[src/rtl/psum_drain_pkg.sv]
// psum_drain_pkg: shared constants, FSM state type and the psum -> ofmap
// arithmetic used by psum_drain.
//   PSUM_W  signed psum width arriving from the bottom PE
//   OUT_W   signed ofmap width delivered to the writer
//   SUM_W   one guard bit so psum + bias can never wrap
package psum_drain_pkg;

  localparam int PSUM_W = 10;
  localparam int OUT_W  = 8;
  localparam int SUM_W  = PSUM_W + 1;

  typedef enum logic [1:0] {
    IDLE  = 2'd0,
    RUN   = 2'd1,
    DRAIN = 2'd2,
    DONE  = 2'd3
  } state_e;

  // bias add, optional ReLU, arithmetic (floor) right shift, saturate to OUT_W
  function automatic logic [OUT_W-1:0] sat_shift(
    input logic [PSUM_W-1:0] psum,
    input logic [PSUM_W-1:0] bias,
    input logic              relu_en,
    input int                shift
  );
    logic signed [SUM_W-1:0] sum;
    logic signed [SUM_W-1:0] shifted;
    logic [SUM_W-OUT_W:0]    upper;
    sum = $signed({psum[PSUM_W-1], psum}) + $signed({bias[PSUM_W-1], bias});
    if (relu_en && sum[SUM_W-1]) begin
      sum = '0;
    end
    shifted = sum >>> shift;
    // the value fits when every bit above the OUT_W sign bit copies it
    upper = shifted[SUM_W-1:OUT_W-1];
    if ((&upper) || !(|upper)) begin
      return shifted[OUT_W-1:0];
    end else if (shifted[SUM_W-1]) begin
      return {1'b1, {(OUT_W-1){1'b0}}};
    end else begin
      return {1'b0, {(OUT_W-1){1'b1}}};
    end
  endfunction

endpackage

[src/rtl/psum_drain_if.sv]
// psum_drain_if: ofmap output port of psum_drain towards the ofmap writer.
//   ofmap_o        head result data
//   ofmap_valid_o  a result is presented
//   ofmap_ready_i  writer can take the result
//   ofmap_last_o   presented result is the final one of the frame
// Handshake: a transfer happens on every rising edge where ofmap_valid_o and
// ofmap_ready_i are both high. Once valid is high the data/last stay stable
// until that transfer; ready may be raised or dropped freely and never
// influences valid.
interface psum_drain_if;
  import psum_drain_pkg::*;

  logic [OUT_W-1:0] ofmap_o;
  logic             ofmap_valid_o;
  logic             ofmap_ready_i;
  logic             ofmap_last_o;

  modport master (
    output ofmap_o,
    output ofmap_valid_o,
    output ofmap_last_o,
    input  ofmap_ready_i
  );

  modport slave (
    input  ofmap_o,
    input  ofmap_valid_o,
    input  ofmap_last_o,
    output ofmap_ready_i
  );
endinterface

[src/rtl/psum_drain_sync_fifo.sv]
// sync_fifo: first-word-fall-through FIFO with a separate occupancy count.
//   clk_i, rst_i  clock, synchronous active-high reset (flushes contents)
//   push_i        write wdata_i (taken when not full, or full with a pop)
//   pop_i         drop the head entry (ignored when empty)
//   rdata_o       head entry; when empty, the last entry popped (0 after reset)
//   empty_o/full_o/count_o  occupancy
module sync_fifo #(
  parameter int DEPTH = 8,
  parameter int WIDTH = 9
) (
  input  logic                     clk_i,
  input  logic                     rst_i,
  input  logic                     push_i,
  input  logic                     pop_i,
  input  logic [WIDTH-1:0]         wdata_i,
  output logic [WIDTH-1:0]         rdata_o,
  output logic                     empty_o,
  output logic                     full_o,
  output logic [$clog2(DEPTH):0]   count_o
);
  localparam int PTR_W = $clog2(DEPTH);
  localparam int CNT_W = PTR_W + 1;

  logic [WIDTH-1:0] mem_q [DEPTH];
  logic [WIDTH-1:0] mem_d [DEPTH];
  logic [PTR_W-1:0] wr_ptr_q, wr_ptr_d;
  logic [PTR_W-1:0] rd_ptr_q, rd_ptr_d;
  logic [CNT_W-1:0] count_q, count_d;
  logic [WIDTH-1:0] hold_q, hold_d;
  logic             push_ok;
  logic             pop_ok;

  assign empty_o = (count_q == '0);
  assign full_o  = (count_q == CNT_W'(DEPTH));
  assign count_o = count_q;
  assign pop_ok  = pop_i && !empty_o;
  assign push_ok = push_i && (!full_o || pop_ok);
  // when empty, keep showing the last word handed out rather than stale RAM
  assign rdata_o = empty_o ? hold_q : mem_q[rd_ptr_q];

  always_comb begin
    mem_d    = mem_q;
    wr_ptr_d = wr_ptr_q;
    rd_ptr_d = rd_ptr_q;
    count_d  = count_q;
    hold_d   = hold_q;
    if (push_ok) begin
      mem_d[wr_ptr_q] = wdata_i;
      wr_ptr_d        = wr_ptr_q + PTR_W'(1);
    end
    if (pop_ok) begin
      rd_ptr_d = rd_ptr_q + PTR_W'(1);
      hold_d   = mem_q[rd_ptr_q];
    end
    if (push_ok && !pop_ok) begin
      count_d = count_q + CNT_W'(1);
    end else if (pop_ok && !push_ok) begin
      count_d = count_q - CNT_W'(1);
    end
  end

  always_ff @(posedge clk_i) begin
    mem_q <= mem_d;
    if (rst_i) begin
      wr_ptr_q <= '0;
      rd_ptr_q <= '0;
      count_q  <= '0;
      hold_q   <= '0;
    end else begin
      wr_ptr_q <= wr_ptr_d;
      rd_ptr_q <= rd_ptr_d;
      count_q  <= count_d;
      hold_q   <= hold_d;
    end
  end
endmodule

[src/rtl/psum_drain.sv]
// psum_drain: output stage below one systolic-array column.
// Takes the unstallable psum stream, applies bias/ReLU/shift/saturation in one
// registered stage and queues results in a FIFO behind a valid/ready port.
//   clk_i, rst_i      clock, synchronous active-high reset
//   start_i           begin a frame, latching num/bias/relu (IDLE only)
//   num_outputs_i     results in the frame (0 means 1)
//   bias_i, relu_en_i per-frame arithmetic config
//   psum_i/psum_valid_i  psum stream, no backpressure
//   ofmap             result port (psum_drain_if master)
//   busy_o            frame in progress
//   done_o            one-cycle pulse once the frame has fully left
//   overflow_o        sticky: a result was dropped on a full FIFO
//   dbg_state_o       current FSM state
module psum_drain
  import psum_drain_pkg::*;
#(
  parameter int SHIFT = 2,
  parameter int DEPTH = 8,
  parameter int CNT_W = 16
) (
  input  logic              clk_i,
  input  logic              rst_i,
  input  logic              start_i,
  input  logic [CNT_W-1:0]  num_outputs_i,
  input  logic [PSUM_W-1:0] bias_i,
  input  logic              relu_en_i,
  input  logic [PSUM_W-1:0] psum_i,
  input  logic              psum_valid_i,
  psum_drain_if.master      ofmap,
  output logic              busy_o,
  output logic              done_o,
  output logic              overflow_o,
  output state_e            dbg_state_o
);
  localparam int FW     = OUT_W + 1;
  localparam int FCNT_W = $clog2(DEPTH) + 1;

  state_e              state_q, state_d;
  logic [CNT_W-1:0]    num_q, num_d;
  logic [CNT_W-1:0]    count_q, count_d;
  logic [PSUM_W-1:0]   bias_q, bias_d;
  logic                relu_q, relu_d;
  logic                ovf_q, ovf_d;
  logic                stage_valid_q, stage_valid_d;
  logic [OUT_W-1:0]    stage_data_q, stage_data_d;
  logic                stage_last_q, stage_last_d;

  logic                fifo_push;
  logic                fifo_pop;
  logic [FW-1:0]       fifo_rdata;
  logic                fifo_empty;
  logic                fifo_full;
  logic [FCNT_W-1:0]   fifo_count;

  assign fifo_pop  = ofmap.ofmap_ready_i && !fifo_empty;
  assign fifo_push = stage_valid_q && (!fifo_full || fifo_pop);

  always_comb begin
    state_d       = state_q;
    num_d         = num_q;
    count_d       = count_q;
    bias_d        = bias_q;
    relu_d        = relu_q;
    ovf_d         = ovf_q;
    stage_valid_d = 1'b0;
    stage_data_d  = stage_data_q;
    stage_last_d  = stage_last_q;

    if (stage_valid_q && fifo_full && !fifo_pop) begin
      ovf_d = 1'b1;
    end

    case (state_q)
      IDLE: begin
        if (start_i) begin
          num_d   = (num_outputs_i == '0) ? CNT_W'(1) : num_outputs_i;
          bias_d  = bias_i;
          relu_d  = relu_en_i;
          count_d = '0;
          ovf_d   = 1'b0;
          state_d = RUN;
        end
      end
      RUN: begin
        if (psum_valid_i && (count_q < num_q)) begin
          stage_valid_d = 1'b1;
          stage_data_d  = sat_shift(psum_i, bias_q, relu_q, SHIFT);
          stage_last_d  = (count_q == num_q - CNT_W'(1));
          count_d       = count_q + CNT_W'(1);
          if (count_d == num_q) begin
            state_d = DRAIN;
          end
        end
      end
      DRAIN: begin
        // finished once nothing is left in the stage and the FIFO is empty
        // after this edge; also covers a final result that was dropped
        if (!stage_valid_q &&
            (fifo_empty || ((fifo_count == FCNT_W'(1)) && fifo_pop))) begin
          state_d = DONE;
        end
      end
      DONE: begin
        state_d = IDLE;
      end
      default: begin
        state_d = IDLE;
      end
    endcase
  end

  always_ff @(posedge clk_i) begin
    if (rst_i) begin
      state_q       <= IDLE;
      num_q         <= '0;
      count_q       <= '0;
      bias_q        <= '0;
      relu_q        <= 1'b0;
      ovf_q         <= 1'b0;
      stage_valid_q <= 1'b0;
      stage_data_q  <= '0;
      stage_last_q  <= 1'b0;
    end else begin
      state_q       <= state_d;
      num_q         <= num_d;
      count_q       <= count_d;
      bias_q        <= bias_d;
      relu_q        <= relu_d;
      ovf_q         <= ovf_d;
      stage_valid_q <= stage_valid_d;
      stage_data_q  <= stage_data_d;
      stage_last_q  <= stage_last_d;
    end
  end

  sync_fifo #(
    .DEPTH (DEPTH),
    .WIDTH (FW)
  ) u_fifo (
    .clk_i   (clk_i),
    .rst_i   (rst_i),
    .push_i  (fifo_push),
    .pop_i   (fifo_pop),
    .wdata_i ({stage_last_q, stage_data_q}),
    .rdata_o (fifo_rdata),
    .empty_o (fifo_empty),
    .full_o  (fifo_full),
    .count_o (fifo_count)
  );

  assign ofmap.ofmap_o       = fifo_rdata[OUT_W-1:0];
  assign ofmap.ofmap_valid_o = !fifo_empty;
  assign ofmap.ofmap_last_o  = fifo_rdata[OUT_W] && !fifo_empty;
  assign busy_o              = (state_q != IDLE);
  assign done_o              = (state_q == DONE);
  assign overflow_o          = ovf_q;
  assign dbg_state_o         = state_q;
endmodule

[src/flat_wrapper.sv]
// flat-port wrapper written by rule: the top's interface ports become plain ports
module psum_drain_flat import psum_drain_pkg::*;
#(
  parameter int SHIFT = 2,
  parameter int DEPTH = 8,
  parameter int CNT_W = 16
)
  (clk_i, rst_i, start_i, num_outputs_i, bias_i, relu_en_i, psum_i, psum_valid_i, busy_o, done_o, overflow_o, dbg_state_o, ofmap_ofmap_o, ofmap_ofmap_valid_o, ofmap_ofmap_last_o, ofmap_ofmap_ready_i);
  psum_drain_if ofmap_i ();
  input  logic clk_i;
  input  logic rst_i;
  input  logic start_i;
  input  logic [CNT_W-1:0] num_outputs_i;
  input  logic [PSUM_W-1:0] bias_i;
  input  logic relu_en_i;
  input  logic [PSUM_W-1:0] psum_i;
  input  logic psum_valid_i;
  output logic busy_o;
  output logic done_o;
  output logic overflow_o;
  output state_e dbg_state_o;
  output wire logic [$bits(ofmap_i.ofmap_o)-1:0] ofmap_ofmap_o;
  output wire logic [$bits(ofmap_i.ofmap_valid_o)-1:0] ofmap_ofmap_valid_o;
  output wire logic [$bits(ofmap_i.ofmap_last_o)-1:0] ofmap_ofmap_last_o;
  input wire logic [$bits(ofmap_i.ofmap_ready_i)-1:0] ofmap_ofmap_ready_i;
  assign ofmap_ofmap_o = ofmap_i.ofmap_o;
  assign ofmap_ofmap_valid_o = ofmap_i.ofmap_valid_o;
  assign ofmap_ofmap_last_o = ofmap_i.ofmap_last_o;
  assign ofmap_i.ofmap_ready_i = ofmap_ofmap_ready_i;
  psum_drain #(.SHIFT(SHIFT), .DEPTH(DEPTH), .CNT_W(CNT_W)) u_core (.clk_i(clk_i), .rst_i(rst_i), .start_i(start_i), .num_outputs_i(num_outputs_i), .bias_i(bias_i), .relu_en_i(relu_en_i), .psum_i(psum_i), .psum_valid_i(psum_valid_i), .ofmap(ofmap_i), .busy_o(busy_o), .done_o(done_o), .overflow_o(overflow_o), .dbg_state_o(dbg_state_o));
endmodule
[config.mk]
export PLATFORM = sky130hd
export DESIGN_NAME = psum_drain_flat
export DESIGN_NICKNAME = d
export VERILOG_FILES = /design/src/rtl/psum_drain_pkg.sv /design/src/rtl/psum_drain_if.sv /design/src/rtl/psum_drain_sync_fifo.sv /design/src/rtl/psum_drain.sv /design/src/flat_wrapper.sv
export SDC_FILE = /design/constraint.sdc
export NUM_CORES = 1
export LEC_CHECK = 0
export CAP_MARGIN = 20
export CORE_MARGIN = 2
export CORE_UTILIZATION = 38
export DETAILED_ROUTE_END_ITERATION = 8
export PLACE_DENSITY = 0.57
export RECOVER_POWER = 25
export SETUP_SLACK_MARGIN = 0.05
export SLEW_MARGIN = 0
export SYNTH_ARGS = -nofsm -noshare
export SYNTH_HDL_FRONTEND = slang
export SYNTH_HIERARCHICAL = 1
export SYNTH_SLANG_ARGS = --single-unit
[constraint.sdc]
create_clock -name clk_i -period 3.6 [get_ports clk_i]
set_input_delay 0.72 -clock clk_i [delete_from_list [all_inputs] [get_ports clk_i]]
set_output_delay 0.72 -clock clk_i [all_outputs]
set_load 0.02 [all_outputs]
==> results of run 1 <==
-- area by class of cell --
| cell class | instances | area [sq um] | share of cell area [%] |
|---|---|---|---|
| multi-input cells | 481 | 3500 | 39.1 |
| clock inverters | 15 | 161 | 1.80 |
| flip-flops and latches | 147 | 3660 | 40.9 |
| inverters | 39 | 149 | 1.66 |
| repair buffers | 78 | 721 | 8.05 |
| well taps | 265 | 332 | 3.70 |
| clock buffers | 17 | 425 | 4.75 |
-- metrics by stage --
step | power (W) | setup slack (ns) | utilization (%)
after floorplan | 0.00350 | 0.304 | -
after global placement | 0.00414 | 0.220 | 43.1
after detailed placement | 0.00418 | 0.0917 | 43.1
after CTS | 0.00596 | 0.209 | 46.2
after global routing | 0.00626 | 0.0880 | 46.2
final | 0.00590 | 0.277 | 46.2
-- metal layers --
metal	vias to the layer above	part of all wire, %
met2	135	50
met5	-	0
li1	2700	-
met1	2655	45
met4	0	1.3
met3	21	4.2
-- worst min-delay path, stage by stage (launching register included) --
cell and delay [ns]:
dfxtp_1 0.31, nand2_1 0.05, a21oi_1 0.05
-- state kept, by name, indices dropped and copies added, names as in the netlist --
name	flops
u_core/bias_q	10
u_core/u_fifo/wr_ptr_q	3
u_core/stage_last_q	1
u_core/overflow_o	1
u_core/num_q	16
u_core/u_fifo/count_o	4
u_core/u_fifo/hold_q	9
u_core/u_fifo/rd_ptr_q	3
u_core/dbg_state_o	2
u_core/stage_valid_q	1
u_core/relu_q	1
u_core/stage_data_q	8
u_core/u_fifo/mem_q	72
u_core/count_q	16
-- synthesized netlist by cell type, types with 3 or more instances --
cell type	n	area, sq um
nand4_1	10	62.6
clkbuf_1	16	60.1
mux2i_1	14	140
o2111ai_1	3	26.3
a22o_1	14	123
buf_6	3	33.8
a31oi_1	9	56.3
ha_1	37	463
a221oi_1	9	78.8
a21o_1	3	22.5
nand3_1	14	70.1
xor2_1	20	175
and2_1	4	25.0
edfxtp_1	72	2160
a21oi_1	50	250
buf_2	11	55.1
nand2_1	68	255
and3_1	3	18.8
nor2b_1	11	68.8
xnor2_1	27	236
a211oi_1	12	90.1
and4_1	4	35.0
o21ai_0	18	90.1
or3_1	4	25.0
dfxtp_1	75	1500
nor3_1	13	65.1
nand2b_1	5	31.3
nor4_1	10	62.6
inv_1	38	143
nor2_1	57	214
mux4_2	18	405
-- where the power goes --
part	total [W]	internal [W]	switching, W
clock network	0.00174	0.000985	0.000755
registers	0.00211	0.00193	0.000179
logic	0.00205	0.000906	0.00114
-- worst max path at each step --
stage | from | end | cells past startpoint
6_report | u_core/u_fifo/rd_ptr_q[0] | ofmap_ofmap_last_o | 6
5_1_grt | u_core/u_fifo/count_o[0] | u_core/u_fifo/count_o[3] | 14
4_1_cts | u_core/u_fifo/rd_ptr_q[0] | ofmap_ofmap_last_o | 6
3_5_place_dp | ofmap_ofmap_ready_i | u_core/u_fifo/count_o[3] | 12
3_3_place_gp | ofmap_ofmap_ready_i | u_core/u_fifo/count_o[3] | 12
2_1_floorplan | u_core/u_fifo/count_o[0] | u_core/u_fifo/count_o[3] | 16
-- logic make-up after synthesis --
group,Yosys count
compound gates,143
mux,35
buf+inv,73
simple gates,217
xor+xnor,48
fa+ha+maj,38
flops,147
==> flow_summary.rst, run 1 <==
.. list-table::
   :header-rows: 1

   * - Metric
     - Value
   * - Startpoint kind of the worst setup timing path
     - register
   * - Static leakage power
     - 3.24 nW
   * - TritonCTS Sinks
     - 147
   * - Latest clock arrival within the worst-skew pair
     - 0.42 ns
   * - Cell family with the largest share of critical-path delay
     - buffers and inverters
   * - Post-Layout Inst Area
     - 8960 sq um
   * - First-pass GRT wire length
     - 27.1 mm
   * - Total Nets Final
     - 844
   * - Cell depth of the worst hold path
     - 2
   * - ANT cells
     - 0
   * - Initial DRC Count
     - 292
   * - Most frequent standard cell in the layout excluding fill and tap cells
     - dfxtp_1
   * - Basic-gate share of the synthesized area counting and, or, nand and nor cells
     - 14.0%
   * - Critical-path cell list
     - buf_4 > mux4_2 > mux2i_1 > a21oi_1 > nor2b_1 > clkdlybuf4s50_1
   * - Critical register-to-register path startpoint
     - u_core/u_fifo/count_o[0]
   * - Worst hold slack
     - 0.458 ns
   * - Met1 track demand over resource
     - 21.3%
   * - Post-synthesis compound-gate area fraction
     - 12.8%
   * - Number of cells in the design after placement
     - 1010
   * - Routed via count
     - 5511
   * - Initial core utilization
     - 38.7%
   * - Count of cells along the worst register-to-register path
     - 14
   * - Post-Synthesis Net Count
     - 781
   * - Buffer depth of the longest clock path
     - 2
   * - IO buf count
     - 56
   * - Post-synthesis cell count
     - 701
   * - Number of post-CTS setup repair buffers
     - 0
   * - Post-synthesis share of cell area spent on xor and xnor gates
     - 5.70%
   * - Number of register bits inferred by synthesis
     - 147
   * - Worst min-delay path category
     - register to register
   * - Number of violations of the max-capacitance limit
     - 0
   * - FF-to-FF setup slack
     - 0.30 ns
   * - Layer carrying the most global-route usage
     - met2
   * - GP Congestion
     - 0.857
   * - Number of H-tree levels
     - 4
   * - Launch point of the worst hold path
     - u_core/bias_q[5]
   * - Largest driver fanout on the critical path
     - 20
   * - Clock Skew
     - 0.0111 ns
   * - Filler cell count
     - 1796
   * - PostCTS Resize Cnt
     - 0
   * - Met3 usage
     - 3.51%
   * - Wire length per cell
     - 16.2 um
   * - Aggregate global-route resource usage
     - 16.9%
   * - Hold endpoint
     - u_core/bias_q[5]
   * - Via count of the first global-routing pass
     - 5316
   * - Placed wire-length estimate
     - 12.1 mm
   * - Worst slew slack as a fraction of its limit
     - 42.6%
   * - Mux cell area share after synthesis
     - 7.72%
   * - Critical Path Sink Type
     - output port
   * - Gr ovfl total
     - 0
   * - Pin count of the biggest net entering global routing
     - 27
   * - Final Hold Viols
     - 0
   * - Prevailing post-synth register cell
     - dfxtp_1
   * - Num CTS Buffers
     - 17
   * - Outcome
     - finished clean
   * - Worst IR drop on VDD
     - 0.334 mV
   * - First drt pass iteration count
     - 5
   * - Ratio of cells with drive above 1 in the final layout
     - 11.2%
   * - Path type of the worst setup path
     - register to output port
   * - Commonest cells after routing, fill and taps aside
     - dfxtp_1 (75), edfxtp_1 (72), nand2_1 (68)
   * - Slowest cell delay on critical path
     - 0.56 ns
   * - Transition time of the tightest slew-check pin
     - 0.858 ns
   * - Final worst path period share
     - 92.3%
   * - Final setup violation count
     - 0
   * - Clock-pin slew on the worst setup and hold paths
     - 0.07 ns
   * - Placeable core region
     - 19400 sq um
   * - Combined area of all synthesized cells
     - 7510 sq um
   * - Post-synthesis adder-cell area fraction
     - 6.43%
   * - Detailed-route DRC error count
     - 0
   * - Number of antenna violations at the first check in global routing
     - 0
   * - IO Count
     - 57
   * - CTS Hold Bufs
     - 0
   * - Total die area
     - 20900 sq um
   * - Vias/cell
     - 5.29
   * - Arrival time of data at the critical path endpoint
     - 2.60 ns
   * - Peak clock frequency supported by timing
     - 301 MHz
   * - Share of flip-flops with an asynchronous set or reset after synthesis
     - 0%
   * - M2 GR Usage
     - 28.8%
   * - Final critical delay including setup and external delays
     - 3.32 ns
   * - Placed instance area
     - 8370 sq um
   * - Data required time of the worst path
     - 2.88 ns
   * - Buffers and inverters on the worst path
     - 2
   * - Clock tree root driver cell
     - clkbuf_16
   * - Number of enable flip-flop cells after synthesis
     - 72
   * - Unrepaired setup endpoints after global routing
     - no
   * - Total of warnings raised by yosys
     - 6
   * - Largest family of logic cells by synthesized area
     - simple AND/OR/NAND/NOR gates
   * - Total negative setup slack
     - 0 ns
   * - Post-Route WL
     - 16.8 mm
   * - Count of final max-slew check failures
     - 0
   * - Yosys cell types
     - 68
   * - Master of the slowest instance on the critical path
     - mux4_2
   * - Sequential share of the synthesized area
     - 48.8%
   * - Die extent in y
     - 145 um
   * - Synth Area per Inst
     - 10.7 sq um
   * - Area added between synthesis and finish
     - 19.3%
   * - Number of nets still failing antenna checks after routing
     - 0
   * - CTS tree
     - done
   * - Non-filler cells in the finished layout
     - 1042
   * - Placement row count
     - 51
   * - Die outline width
     - 145 um
   * - Power density over cell area
     - 659 nW/um^2
   * - End of the worst register-to-register path
     - u_core/u_fifo/count_o[3]
(Power assumes the default switching activity.)
==> run 2: changes to the inputs <==
Settings changed: CTS_CLUSTER_DIAMETER from default to 30.
==> results of run 2 <==
Same layout as run 1: the final DEF is identical, and so are final timing and power.
